===== src/rtl/mem_arb_pkg.sv =====
// Shared types and constants for the byte-wide RAM arbiter.
// Optional performance counters are enabled with MEM_ARB_STATS_EN.
package mem_arb_pkg;

  localparam int unsigned ADDR_W = 18;

  // Address bits [ADDR_W-1:ADDR_W-2] equal to this value select the IO (UART) space.
  localparam logic [1:0] IO_ADDR_HI = 2'b11;

  typedef enum logic [1:0] {
    OWN_NONE,
    OWN_ICACHE,
    OWN_DCACHE
  } owner_t;

endpackage


===== src/rtl/mem_arb_stats.sv =====
// Saturating performance counters for the RAM arbiter.
// Instantiated only when MEM_ARB_STATS_EN is defined.
module mem_arb_stats #(
  parameter int unsigned STAT_W = 32
) (
  input  logic              clk,
  input  logic              rst,
  input  logic              i_dcache_issue,
  input  logic              i_icache_issue,
  input  logic              i_icache_stall,
  output logic [STAT_W-1:0] o_dcache_ops,
  output logic [STAT_W-1:0] o_icache_ops,
  output logic [STAT_W-1:0] o_icache_stall
);

  localparam logic [STAT_W-1:0] One = {{(STAT_W-1){1'b0}}, 1'b1};

  logic [STAT_W-1:0] r_dcache_ops;
  logic [STAT_W-1:0] r_icache_ops;
  logic [STAT_W-1:0] r_icache_stall;

  function automatic logic [STAT_W-1:0] sat_inc(input logic [STAT_W-1:0] val, input logic en);
    return (en && (val != '1)) ? val + One : val;
  endfunction

  always_ff @(posedge clk) begin
    if (rst) begin
      r_dcache_ops   <= '0;
      r_icache_ops   <= '0;
      r_icache_stall <= '0;
    end else begin
      r_dcache_ops   <= sat_inc(r_dcache_ops, i_dcache_issue);
      r_icache_ops   <= sat_inc(r_icache_ops, i_icache_issue);
      r_icache_stall <= sat_inc(r_icache_stall, i_icache_stall);
    end
  end

  assign o_dcache_ops   = r_dcache_ops;
  assign o_icache_ops   = r_icache_ops;
  assign o_icache_stall = r_icache_stall;

endmodule


===== src/rtl/mem_arbiter.sv =====
// Byte-wide RAM arbiter shared by icache and dcache; dcache wins, IO writes wait on buffer space.
// Define MEM_ARB_STATS_EN to add saturating stat_* performance counters.
module mem_arbiter #(
  parameter int unsigned ADDR_W = mem_arb_pkg::ADDR_W
`ifdef MEM_ARB_STATS_EN
  , parameter int unsigned STAT_W = 32
`endif
) (
  input  logic              clk,
  input  logic              rst,
  input  logic              rdy_in,
  input  logic              icache_get_en,
  input  logic [ADDR_W-1:0] icache_addr,
  output logic              icache_out_en,
  output logic [7:0]        icache_content,
  input  logic              dcache_get_en,
  input  logic              dcache_write_mode,
  input  logic [ADDR_W-1:0] dcache_addr,
  input  logic [7:0]        dcache_data,
  output logic              dcache_out_en,
  output logic [7:0]        dcache_content,
  input  logic              io_buffer_full,
  input  logic [7:0]        mem_din,
  output logic [7:0]        mem_dout,
  output logic [ADDR_W-1:0] mem_a,
  output logic              mem_wr
`ifdef MEM_ARB_STATS_EN
  , output logic [STAT_W-1:0] stat_dcache_ops
  , output logic [STAT_W-1:0] stat_icache_ops
  , output logic [STAT_W-1:0] stat_icache_stall
`endif
);

  import mem_arb_pkg::*;

  logic              w_io_blocked;
  logic              w_cmpl;
  owner_t            w_owner;
  owner_t            r_pend;
  logic [ADDR_W-1:0] r_last_addr;

  assign w_io_blocked = dcache_write_mode && (dcache_addr[ADDR_W-1 -: 2] == IO_ADDR_HI)
                        && io_buffer_full;

  always_comb begin
    w_owner = OWN_NONE;
    if (rdy_in && !rst) begin
      if (dcache_get_en && !w_io_blocked) begin
        w_owner = OWN_DCACHE;
      end else if (icache_get_en) begin
        w_owner = OWN_ICACHE;
      end
    end
  end

  // Idle address stays on the last issued byte so mem_din remains valid across a freeze.
  always_comb begin
    mem_a    = r_last_addr;
    mem_wr   = 1'b0;
    mem_dout = '0;
    unique case (w_owner)
      OWN_DCACHE: begin
        mem_a    = dcache_addr;
        mem_wr   = dcache_write_mode;
        mem_dout = dcache_write_mode ? dcache_data : 8'h00;
      end
      OWN_ICACHE: mem_a = icache_addr;
      default: ;
    endcase
  end

  always_ff @(posedge clk) begin
    if (rst) begin
      r_pend      <= OWN_NONE;
      r_last_addr <= '0;
    end else if (rdy_in) begin
      r_pend <= w_owner;
      if (w_owner != OWN_NONE) begin
        r_last_addr <= mem_a;
      end
    end
  end

  // A byte caught by reset is dropped rather than completed.
  assign w_cmpl = rdy_in && !rst;

  always_comb begin
    icache_out_en  = w_cmpl && (r_pend == OWN_ICACHE);
    dcache_out_en  = w_cmpl && (r_pend == OWN_DCACHE);
    icache_content = icache_out_en ? mem_din : 8'h00;
    dcache_content = dcache_out_en ? mem_din : 8'h00;
  end

`ifdef MEM_ARB_STATS_EN
  mem_arb_stats #(
    .STAT_W(STAT_W)
  ) u_stats (
    .clk           (clk),
    .rst           (rst),
    .i_dcache_issue(w_owner == OWN_DCACHE),
    .i_icache_issue(w_owner == OWN_ICACHE),
    .i_icache_stall(icache_get_en && (w_owner == OWN_DCACHE)),
    .o_dcache_ops  (stat_dcache_ops),
    .o_icache_ops  (stat_icache_ops),
    .o_icache_stall(stat_icache_stall)
  );
`endif

endmodule


===== config.mk =====
export PLATFORM = sky130hd
export DESIGN_NAME = mem_arbiter
export DESIGN_NICKNAME = d
export VERILOG_FILES = /design/src/rtl/mem_arb_pkg.sv /design/src/rtl/mem_arb_stats.sv /design/src/rtl/mem_arbiter.sv
export SDC_FILE = /design/constraint.sdc
export NUM_CORES = 1
export LEC_CHECK = 0
export ABC_AREA = 1
export BUFFER_PORTS_ARGS = -buffer_cell sky130_fd_sc_hd__buf_2
export CAP_MARGIN = 20
export CORE_MARGIN = 4
export CORE_UTILIZATION = 40
export CTS_CLUSTER_DIAMETER = 100
export DETAILED_ROUTE_END_ITERATION = 8
export PLACE_DENSITY = 0.83
export SLEW_MARGIN = 20
export SYNTH_ARGS = -nofsm -noshare
export SYNTH_HDL_FRONTEND = slang
export SYNTH_SLANG_ARGS = --single-unit

===== constraint.sdc =====
create_clock -name clk -period 1.65 [get_ports clk]
set_input_delay 0.0825 -clock clk [delete_from_list [all_inputs] [get_ports clk]]
set_output_delay 0.0825 -clock clk [all_outputs]
set_load 0.05 [all_outputs]

==> impl_metrics.csv, run 1 <==
group,metric,value,unit
critical_path,critical_path.cell_chain,"buf_2 -> inv_1 -> nand2_2 -> nor2_2 -> inv_2 -> ha_4 -> buf_4 -> nand2_1 -> a21boi_2 -> inv_1 -> buf_4",
critical_path,critical-path-top-delay-family,"buffers and inverters",
layout,stdcell_area,2680,um2
critical_path,critical_path.max_stage_delay,310,ps
clock_tree,tritoncts,"built",
timing,worstMarginPinSlew,270,ps
critical_path,path_buf_inv,6,
die,starting_utilization_of_the_core_area,0.422,
route,drt_iter0_markers,38,
layout,num_antenna_cells,0,
logic_synthesis,synth_cells,245,
route,remaining_drc_errors,0,
global_routing,globalRoute.totalOverflow,0,
global_routing,grt_antenna_before_repair,0,
timing,timing.clock.skew,0,ps
logic_synthesis,synth_top_area_cells,"dfxtp_1, nand2_1, a21oi_2, inv_1, o21ai_2",
power_and_ir_drop,total_power,0.00156,W
timing,report.final.hold_viol_count,0,
power_and_ir_drop,pwr_density_cell,582,nW/um2
logic_synthesis,yosys.area.top_type_share,0.234,
critical_path,critical-path-slowest-cell,"ha_4",
timing,timing.final.crit_period,1580,ps
die,std_cell_rows,23,
flow_run,drv_cap,0,
critical_path,largest_fanout_on_the_critical_path,6,
logic_synthesis,synthesis_stage_register_bit_count,20,
place,gpl.final_weighted_congestion,0.737,
logic_synthesis,number_of_library_cell_types_mapped_by_synthesis,23,
logic_synthesis,syn_nets,307,
timing,setup_tns,0,ps
layout,fillers,338,
critical_path,worstPathArrival,1500,ps
global_routing,grt_pass1_vias,1587,
layout,final_common_cell,"buf_2",
clock_tree,cts_hold_buffers,0,
clock_tree,path_clk_slew,80,ps
layout,post_route_cells_drive_above_1_share,0.582,
place,buffer_ports.inserted,103,
power_and_ir_drop,power.ir.vdd_worst,411,uV
critical_path,data_required_time_of_the_critical_path,1570,ps
layout,layout.cells.most_common_list,"buf_2, nand2_1, buf_4",
place,dpl-instance-area,2390,um2
place,dp_hpwl,3.48,mm
layout,nNetsFinal,441,
critical_path,worstSetupPathType,"input pin to output pin",
power_and_ir_drop,leakagePower,1.56,nW
clock_tree,cts-buffers-inserted,3,
status,run_status,"complete, no violations",
global_routing,global_route.usage.total,0.151,
die,floorplan.die.height,73.4,um
die,die-width,73.4,um
critical_path,cp-start-kind,"input pin",
die,pin_count,104,
logic_synthesis,synth_sequential_area_ratio,0.234,
critical_path,cp-end-kind,"output pin",
clock_tree,clock-root-buffer,"clkbuf_8",
route,drt.antenna.violating_nets,0,
route,vias,1934,
route,postRouteWirelength,4.71,mm
route,route.detailed.vias_per_inst,4.52,
logic_synthesis,syn-cell-area,1710,um2
route,routed_wire_length_per_instance,11.0,um
clock_tree,worst_skew_pair.late_latency,250,ps
clock_tree,ctsHtreeMaxLevel,1,
die,die-area,5390,um2
timing,achievable-frequency,0.631,GHz
timing,timing.final.setup_violations,0,
layout,area_growth_syn_to_layout,56.2,%
global_routing,grt_max_degree,20,
timing,slew_headroom,0.820,
logic_synthesis,yosys_warnings,0,
die,core_region_area,4060,um2
global_routing,grt_pass1_wl,6.60,mm
worst_hold_path,min-delay-path-class,"input pin to flip-flop",
timing,timing.final.crit_share,0.960,
route,drt-pass1-iter-count,4,
clock_tree,cts.sinks,20,
timing,drv_slew,0,
logic_synthesis,yosys.area.top_type,"dfxtp_1",
logic_synthesis,syn_area_per_cell,6.99,um2
clock_tree,buffers_from_clock_root_to_sink_at_most,2,
cell families (layout without fill, tap and decap cells):
logic type | after synthesis | count (layout) | share of synthesized area
AOI/OAI and AO/OA | 56 | 56 | 0.278
adders and majority gates | 3 | 3 | 0.0219
buffers and inverters | 57 | 190 | 0.201
DFF | 20 | 20 | 0.234
and+or+nand+nor | 109 | 109 | 0.265
stage by stage:
step | hold WS, ps | instances | worst slack (ps) | util
2_1_floorplan | 152 | 245 | -77.0 | -
3_3_place_gp | 339 | 419 | -213 | 0.589
3_5_place_dp | 346 | 419 | -299 | 0.589
4_1_cts | 70.0 | 424 | -10.5 | 0.618
5_1_grt | 82.2 | 428 | -30.1 | 0.659
6_report | 73.4 | 428 | 66.1 | 0.659
flip-flops by register name, indices dropped and copies added (netlist names):
name,flops
r_last_addr,18
r_pend,2
cells in the mapped netlist:
cell	number
buf_12	2
buf_6	7
dfxtp_1	20
inv_2	2
inv_1	42
a21boi_2	10
a21boi_0	7
nand2_1	74
nor2_8	1
a21oi_2	18
nand3_4	1
ha_1	3
o21ai_2	13
nor2_2	1
nor2_1	26
clkbuf_8	1
nand3_1	2
o21ai_0	7
bufbuf_16	1
a21oi_1	1
buf_4	1
inv_4	1
nand2_2	4
worst reg2reg max path, cell delays in order (launching register included):
cell	delay [ps]
dfxtp_1	360
nand2_1	60
a21boi_2	160
buf_4	130
buf_4	120
a21oi_2	90
per-layer routing:
layer  share of wire  global-route usage  routed length, um  up-vias
met5               0                   0                  0        -
met4           0.015              0.0302                 71        0
met3           0.096              0.0260                453        8
met2            0.48               0.284               2240       71
met1            0.41               0.176               1950      842
li1                -                   -                  -     1013
where the power goes:
group          internal, W  switching [W]
Sequential        0.000506      0.0000158
Combinational     0.000231       0.000316
Clock             0.000323       0.000164
timing repair:
action	CTS	global route
buffers inserted	1	3
endpoints found under the setup margin	20	27
gates resized for setup	17	57
gates cloned	0	1
pin swaps	2	9
final cells by class:
| type | count | area [um2] | share of cell area |
|---|---|---|---|
| Inverter | 45 | 176 | 0.0659 |
| Clock inverter | 1 | 30.0 | 0.0112 |
| Multi-Input combinational cell | 168 | 1040 | 0.387 |
| Timing Repair Buffer | 141 | 928 | 0.347 |
| Sequential cell | 20 | 400 | 0.150 |
| Tap cell | 50 | 62.6 | 0.0234 |
| Clock buffer | 3 | 41.3 | 0.0154 |
path summary, 6_finish.rpt:
kind / start / end / slack, ps / cells after the start
max reg2reg: r_last_addr[2] / r_last_addr[2] / 670 / 5
min: rst / r_pend[0] / 70 / 3
min reg2reg: r_pend[0] / r_pend[0] / 460 / 2
max: rst / mem_a[8] / 70 / 11
Power figures use the tool's default switching activity.
==> inputs of run 2 (changes only) <==
--- a/config.mk
+++ b/config.mk
@@ -6,13 +6,13 @@
 export NUM_CORES = 1
 export LEC_CHECK = 0
 export ABC_AREA = 1
-export BUFFER_PORTS_ARGS = -buffer_cell sky130_fd_sc_hd__buf_2
 export CAP_MARGIN = 20
 export CORE_MARGIN = 4
 export CORE_UTILIZATION = 40
 export CTS_CLUSTER_DIAMETER = 100
 export DETAILED_ROUTE_END_ITERATION = 8
-export PLACE_DENSITY = 0.83
+export DONT_BUFFER_PORTS = 1
+export PLACE_DENSITY = 0.62
 export SLEW_MARGIN = 20
 export SYNTH_ARGS = -nofsm -noshare
 export SYNTH_HDL_FRONTEND = slang
==> impl_metrics.csv, run 2 (synthesis results as in run 1) <==
group,metric,value,unit
status,run_status,"complete, no violations",
global_routing,globalRoute.totalOverflow,0,
power_and_ir_drop,power.ir.vdd_worst,326,uV
global_routing,grt_max_degree,20,
timing,worstMarginPinSlew,272,ps
die,floorplan.die.height,73.4,um
place,dp_hpwl,3.35,mm
global_routing,grt_pass1_vias,1448,
clock_tree,cts.sinks,20,
layout,num_antenna_cells,0,
route,remaining_drc_errors,0,
die,die-width,73.4,um
critical_path,critical-path-top-delay-family,"buffers and inverters",
layout,post_route_cells_drive_above_1_share,0.441,
critical_path,cp-start-kind,"input pin",
route,drt-pass1-iter-count,4,
clock_tree,ctsHtreeMaxLevel,1,
critical_path,critical-path-slowest-cell,"ha_4",
layout,area_growth_syn_to_layout,32.4,%
clock_tree,tritoncts,"built",
critical_path,critical_path.cell_chain,"nand2_1 -> o21ai_1 -> buf_4 -> nor2_2 -> inv_2 -> ha_4 -> buf_4 -> buf_4 -> nand2_1 -> a21boi_4 -> inv_4",
route,route.detailed.vias_per_inst,4.62,
global_routing,grt_antenna_before_repair,0,
critical_path,reg2reg_setup_slack,760,ps
timing,timing.final.crit_period,1540,ps
layout,layout.cells.most_common_list,"nand2_1, buf_4, inv_1",
die,pin_count,104,
critical_path,worst_r2r_startpoint,"r_last_addr[5]",
timing,drv_slew,0,
timing,report.final.hold_viol_count,0,
clock_tree,buffers_from_clock_root_to_sink_at_most,2,
clock_tree,worst_skew_pair.late_latency,260,ps
layout,layout_top_registers,"r_last_addr (18), r_pend (2)",
clock_tree,path_clk_slew,70,ps
timing,achievable-frequency,0.647,GHz
timing,timing.clock.skew,0,ps
critical_path,timing.reg2reg.worst_path_depth,4,
global_routing,grt_pass1_wl,6.38,mm
layout,largest_register_ffs,18,
timing,grt_setup_unrepaired,"no",
route,vias,1611,
worst_hold_path,timing.hold.worst_path_depth,3,
worst_hold_path,end_point_of_the_worst_hold_path,"r_pend[0]",
place,buffer_ports.inserted,0,
layout,nNetsFinal,362,
timing,fin_ws,105,ps
critical_path,largest_fanout_on_the_critical_path,4,
global_routing,global_route.usage.total,0.149,
clock_tree,clock-root-buffer,"clkbuf_8",
die,core_region_area,4060,um2
flow_run,drv_cap,0,
clock_tree,cts-buffers-inserted,3,
worst_hold_path,min-delay-path-class,"input pin to flip-flop",
global_routing,global_route.usage.met1,0.174,
critical_path,critical_path.max_stage_delay,260,ps
timing,final.hold.worst_slack,28.3,ps
die,std_cell_rows,23,
place,gpl.final_weighted_congestion,0.728,
worst_hold_path,min-delay-start,"rdy_in",
place,placement.setup.worst_slack,-177,ps
layout,top_register,"r_last_addr",
critical_path,data_required_time_of_the_critical_path,1570,ps
die,starting_utilization_of_the_core_area,0.422,
timing,slew_headroom,0.819,
critical_path,cp-end-kind,"output pin",
critical_path,path_buf_inv,5,
power_and_ir_drop,pwr_density_cell,587,nW/um2
power_and_ir_drop,total_power,0.00133,W
timing,timing.final.setup_violations,0,
layout,final_common_cell,"nand2_1",
die,die-area,5390,um2
route,routed_wire_length_per_instance,12.0,um
global_routing,groute.layer.met2.usage,0.266,
global_routing,grt_busiest_layer,"met2",
route,postRouteWirelength,4.20,mm
critical_path,worstPathArrival,1460,ps
global_routing,grtUsageMet3,0.0342,
timing,timing.final.crit_share,0.936,
layout,fillers,400,
route,drt_iter0_markers,61,
critical_path,critical_path.reg2reg.endpoint,"r_last_addr[5]",
power_and_ir_drop,leakagePower,1.24,nW
critical_path,cpMostUsedCell,"buf_4",
critical_path,worstSetupPathType,"input pin to output pin",
route,drt.antenna.violating_nets,0,
## run 2: cell types whose count changed in the layout (fill, tap and decap cells not counted), moves of 3 or more
cell      before  now
buf_2         80    0
buf_6         12    0
buf_4         43   53
a21boi_2      17   10
buf_12         2    8
a21boi_1       0    5
clkbuf_4       4    0
inv_4          0    3
## run 2: timing repair
action / in CTS / in global routing
hold buffers: 1 / 0
buffers inserted: 0 / 1
hold endpoints to repair: 1 / 0
gates resized for setup: 10 / 7
setup endpoints to repair: 18 / 8
pin swaps: 0 / 0
## run 2: how the worst max path moves through the flow
| stage | slack, ps | cells past startpoint | start | to |
|---|---|---|---|---|
| after floorplan | -80 | 9 | rst | mem_dout[0] |
| final | 110 | 11 | dcache_addr[16] | mem_a[5] |
| after global routing | 10 | 11 | dcache_addr[16] | mem_a[9] |
| after CTS | 50 | 11 | dcache_addr[16] | mem_a[12] |
| after global placement | -140 | 11 | dcache_addr[16] | mem_a[8] |
| after detailed placement | -180 | 11 | dcache_addr[16] | mem_a[8] |
## run 2: area by class of cell
cell class	instances	area (um2)	area share
repair buffers	62	568	0.250
flip-flops and latches	20	400	0.177
clock buffers	4	55.1	0.0243
inverters	45	176	0.0778
multi-input cells	168	1010	0.443
well taps	50	62.6	0.0276
## run 2: report_power, final
part           internal, W  switching (W)
registers         0.000506      0.0000151
clock network     0.000212       0.000159
logic             0.000157       0.000282
## run 2: per-layer routing
| layer | vias up | routed length (um) |
|---|---|---|
| met5 | - | 0 |
| met4 | 0 | 44 |
| met3 | 4 | 468 |
| met2 | 66 | 1980 |
| met1 | 689 | 1700 |
| li1 | 852 | - |
## run 2: per-stage QoR
step           setup TNS (ps)  area (um2)  utilization  std cells
3_5_place_dp            -2410        2150        0.531        343
2_1_floorplan            -616        1710            -        245
3_3_place_gp            -2300        2150        0.531        343
6_report                    0        2270        0.559        349
4_1_cts                     0        2240        0.553        348
5_1_grt                     0        2270        0.559        349
## run 2: worst register-to-register path, cell delays in order (launching register included)
cell	delay, ps
dfxtp_1	330
nand2_1	80
a21boi_4	210
buf_4	140
a21oi_2	40
==> inputs of run 3 (changes only) <==
--- a/config.mk
+++ b/config.mk
@@ -9,10 +9,11 @@
 export CAP_MARGIN = 20
 export CORE_MARGIN = 4
 export CORE_UTILIZATION = 40
+export CTS_BUF_LIST = sky130_fd_sc_hd__clkbuf_4 sky130_fd_sc_hd__clkbuf_8
 export CTS_CLUSTER_DIAMETER = 100
 export DETAILED_ROUTE_END_ITERATION = 8
 export DONT_BUFFER_PORTS = 1
-export PLACE_DENSITY = 0.62
+export PLACE_DENSITY = 0.57
 export SLEW_MARGIN = 20
 export SYNTH_ARGS = -nofsm -noshare
 export SYNTH_HDL_FRONTEND = slang
==> impl_metrics.csv, run 3 (synthesis results as in run 1) <==
group,metric,value,unit
status,run_status,"complete, no violations",
clock_tree,post_cts_buffers,0,
layout,layout.cells.most_common_list,"nand2_1, buf_4, inv_1",
power_and_ir_drop,leakagePower,1.19,nW
timing,report.final.hold_viol_count,0,
critical_path,timing.reg2reg.worst_path_depth,4,
flow_run,drv_cap,0,
layout,top_register,"r_last_addr",
critical_path,critical_path.max_stage_delay,270,ps
global_routing,grt_antenna_before_repair,0,
die,die-width,73.4,um
die,pin_count,104,
critical_path,data_required_time_of_the_critical_path,1570,ps
global_routing,globalRoute.totalOverflow,0,
clock_tree,ctsHtreeMaxLevel,1,
power_and_ir_drop,power.share.combinational,0.318,
route,drt.antenna.violating_nets,0,
timing,timing.clock.skew,0,ps
global_routing,grt_pass1_wl,6.24,mm
power_and_ir_drop,total_power,0.00130,W
route,vias,1619,
layout,layout_top_registers,"r_last_addr (18), r_pend (2)",
route,drt-pass1-iter-count,4,
route,postRouteWirelength,4.13,mm
global_routing,grt_pass1_vias,1474,
clock_tree,cts-buffers-inserted,3,
route,route.detailed.vias_per_inst,4.71,
critical_path,critical-path-slowest-cell,"ha_4",
critical_path,cp-end-kind,"output pin",
die,core_region_area,4060,um2
clock_tree,buffers_from_clock_root_to_sink_at_most,2,
critical_path,cp-start-kind,"input pin",
power_and_ir_drop,power_frac_seq,0.400,
clock_tree,worst_skew_pair.late_latency,250,ps
place,placement.setup.worst_slack,-141,ps
critical_path,critical_path.reg2reg.endpoint,"r_last_addr[7]",
worst_hold_path,timing.hold.worst_path_depth,3,
power_and_ir_drop,power.ir.vdd_worst,386,uV
place,buffer_ports.inserted,0,
worst_hold_path,min-delay-path-class,"input pin to flip-flop",
critical_path,cpMostUsedCell,"inv_1",
timing,grt_setup_unrepaired,"no",
timing,fin_ws,135,ps
critical_path,worstSetupPathType,"input pin to output pin",
global_routing,global_route.usage.total,0.145,
clock_tree,clock-root-buffer,"clkbuf_8",
route,routed_wire_length_per_instance,12.0,um
die,std_cell_rows,23,
clock_tree,tritoncts,"built",
critical_path,critical-path-top-delay-family,"buffers and inverters",
die,floorplan.die.height,73.4,um
clock_tree,path_clk_slew,70,ps
die,die-area,5390,um2
layout,num_antenna_cells,0,
timing,slew_headroom,0.820,
timing,timing.final.crit_share,0.918,
worst_hold_path,min-delay-start,"rdy_in",
route,remaining_drc_errors,0,
power_and_ir_drop,pwr_density_cell,597,nW/um2
timing,final.hold.worst_slack,25.9,ps
power_and_ir_drop,share_clk_of_total_power,0.283,
die,starting_utilization_of_the_core_area,0.422,
layout,area_growth_syn_to_layout,27.5,%
critical_path,path_buf_inv,5,
timing,timing.final.crit_period,1510,ps
critical_path,reg2reg_setup_slack,800,ps
global_routing,grt_max_degree,20,
clock_tree,cts.sinks,20,
place,dp_hpwl,3.31,mm
timing,drv_slew,0,
timing,worstMarginPinSlew,269,ps
critical_path,critical_path.cell_chain,"inv_1 -> nand2_2 -> nor2_1 -> inv_1 -> ha_4 -> buf_4 -> nand2_1 -> a21boi_1 -> inv_1 -> buf_4",
power_and_ir_drop,reported_net_switching_power,0.000447,W
worst_hold_path,end_point_of_the_worst_hold_path,"r_pend[0]",
route,drt_iter0_markers,54,
critical_path,largest_fanout_on_the_critical_path,5,
layout,final_common_cell,"nand2_1",
power_and_ir_drop,total_internal_power,0.000856,W
place,gpl.final_weighted_congestion,0.741,
layout,nNetsFinal,357,
timing,timing.final.setup_violations,0,
timing,achievable-frequency,0.660,GHz
critical_path,worst_r2r_startpoint,"r_last_addr[7]",
power_and_ir_drop,switching_share,0.343,
critical_path,worstPathArrival,1430,ps
layout,largest_register_ffs,18,
layout,post_route_cells_drive_above_1_share,0.425,
run 3: changes by cell type in the layout (fill, tap and decap cells not counted), sizes merged:
cell	previous run	this run
buf	61	56
run 3: layer usage:
layer / GRT usage / part of all wire / vias up
met5: 0 / 0 / -
met3: 0.0301 / 0.084 / 4
met1: 0.160 / 0.41 / 715
met2: 0.270 / 0.49 / 58
li1: - / - / 842
met4: 0.0543 / 0.016 / 0
run 3: final cells by class:
cell class	count	area, um2
repair buffers	57	505
clock buffers	4	55.1
flip-flops and latches	20	400
multi-input cells	168	988
well taps	50	62.6
fillers	399	1870
inverters	45	171
run 3: worst max path at each step:
stage	end	slack [ps]	start	depth (start not counted)
final	mem_a[11]	140	rst	10
after global routing	mem_a[8]	30	rst	10
after detailed placement	mem_a[12]	-140	dcache_addr[16]	10
after global placement	mem_a[12]	-160	dcache_addr[16]	10
after floorplan	mem_dout[0]	-80	rst	9
after CTS	mem_a[8]	50	dcache_addr[16]	11
run 3: power by group through the flow:
stage | registers [W] | clock network, W | logic [W]
finish | 0.000521 | 0.000368 | 0.000414
global route | 0.000525 | 0.000404 | 0.000447
CTS | 0.000521 | 0.000381 | 0.000417
detailed placement | 0.000532 | 0 | 0.000409
global placement | 0.000531 | 0 | 0.000405
floorplan | 0.000530 | 0 | 0.000334
run 3: repair_timing:
| action | 4_1_cts | 5_1_grt |
|---|---|---|
| pin swaps | 0 | 0 |
| endpoints found under the hold margin | 1 | 0 |
| setup endpoints to repair | 12 | 4 |
| hold buffers | 1 | 0 |
| gates resized for setup | 7 | 4 |
run 3: metrics by stage:
stage / area [um2] / TNS (ps) / std cells / util
final: 2180 / 0 / 344 / 0.538
after global routing: 2180 / 0 / 344 / 0.538
after CTS: 2180 / 0 / 344 / 0.536
after global placement: 2100 / -878 / 339 / 0.517
after floorplan: 1710 / -616 / 245 / -
after detailed placement: 2100 / -1060 / 339 / 0.517
run 3: worst min-delay path: stages:
cell	delay, ps
inv_2	40
nand2_1	60
a21oi_1	50
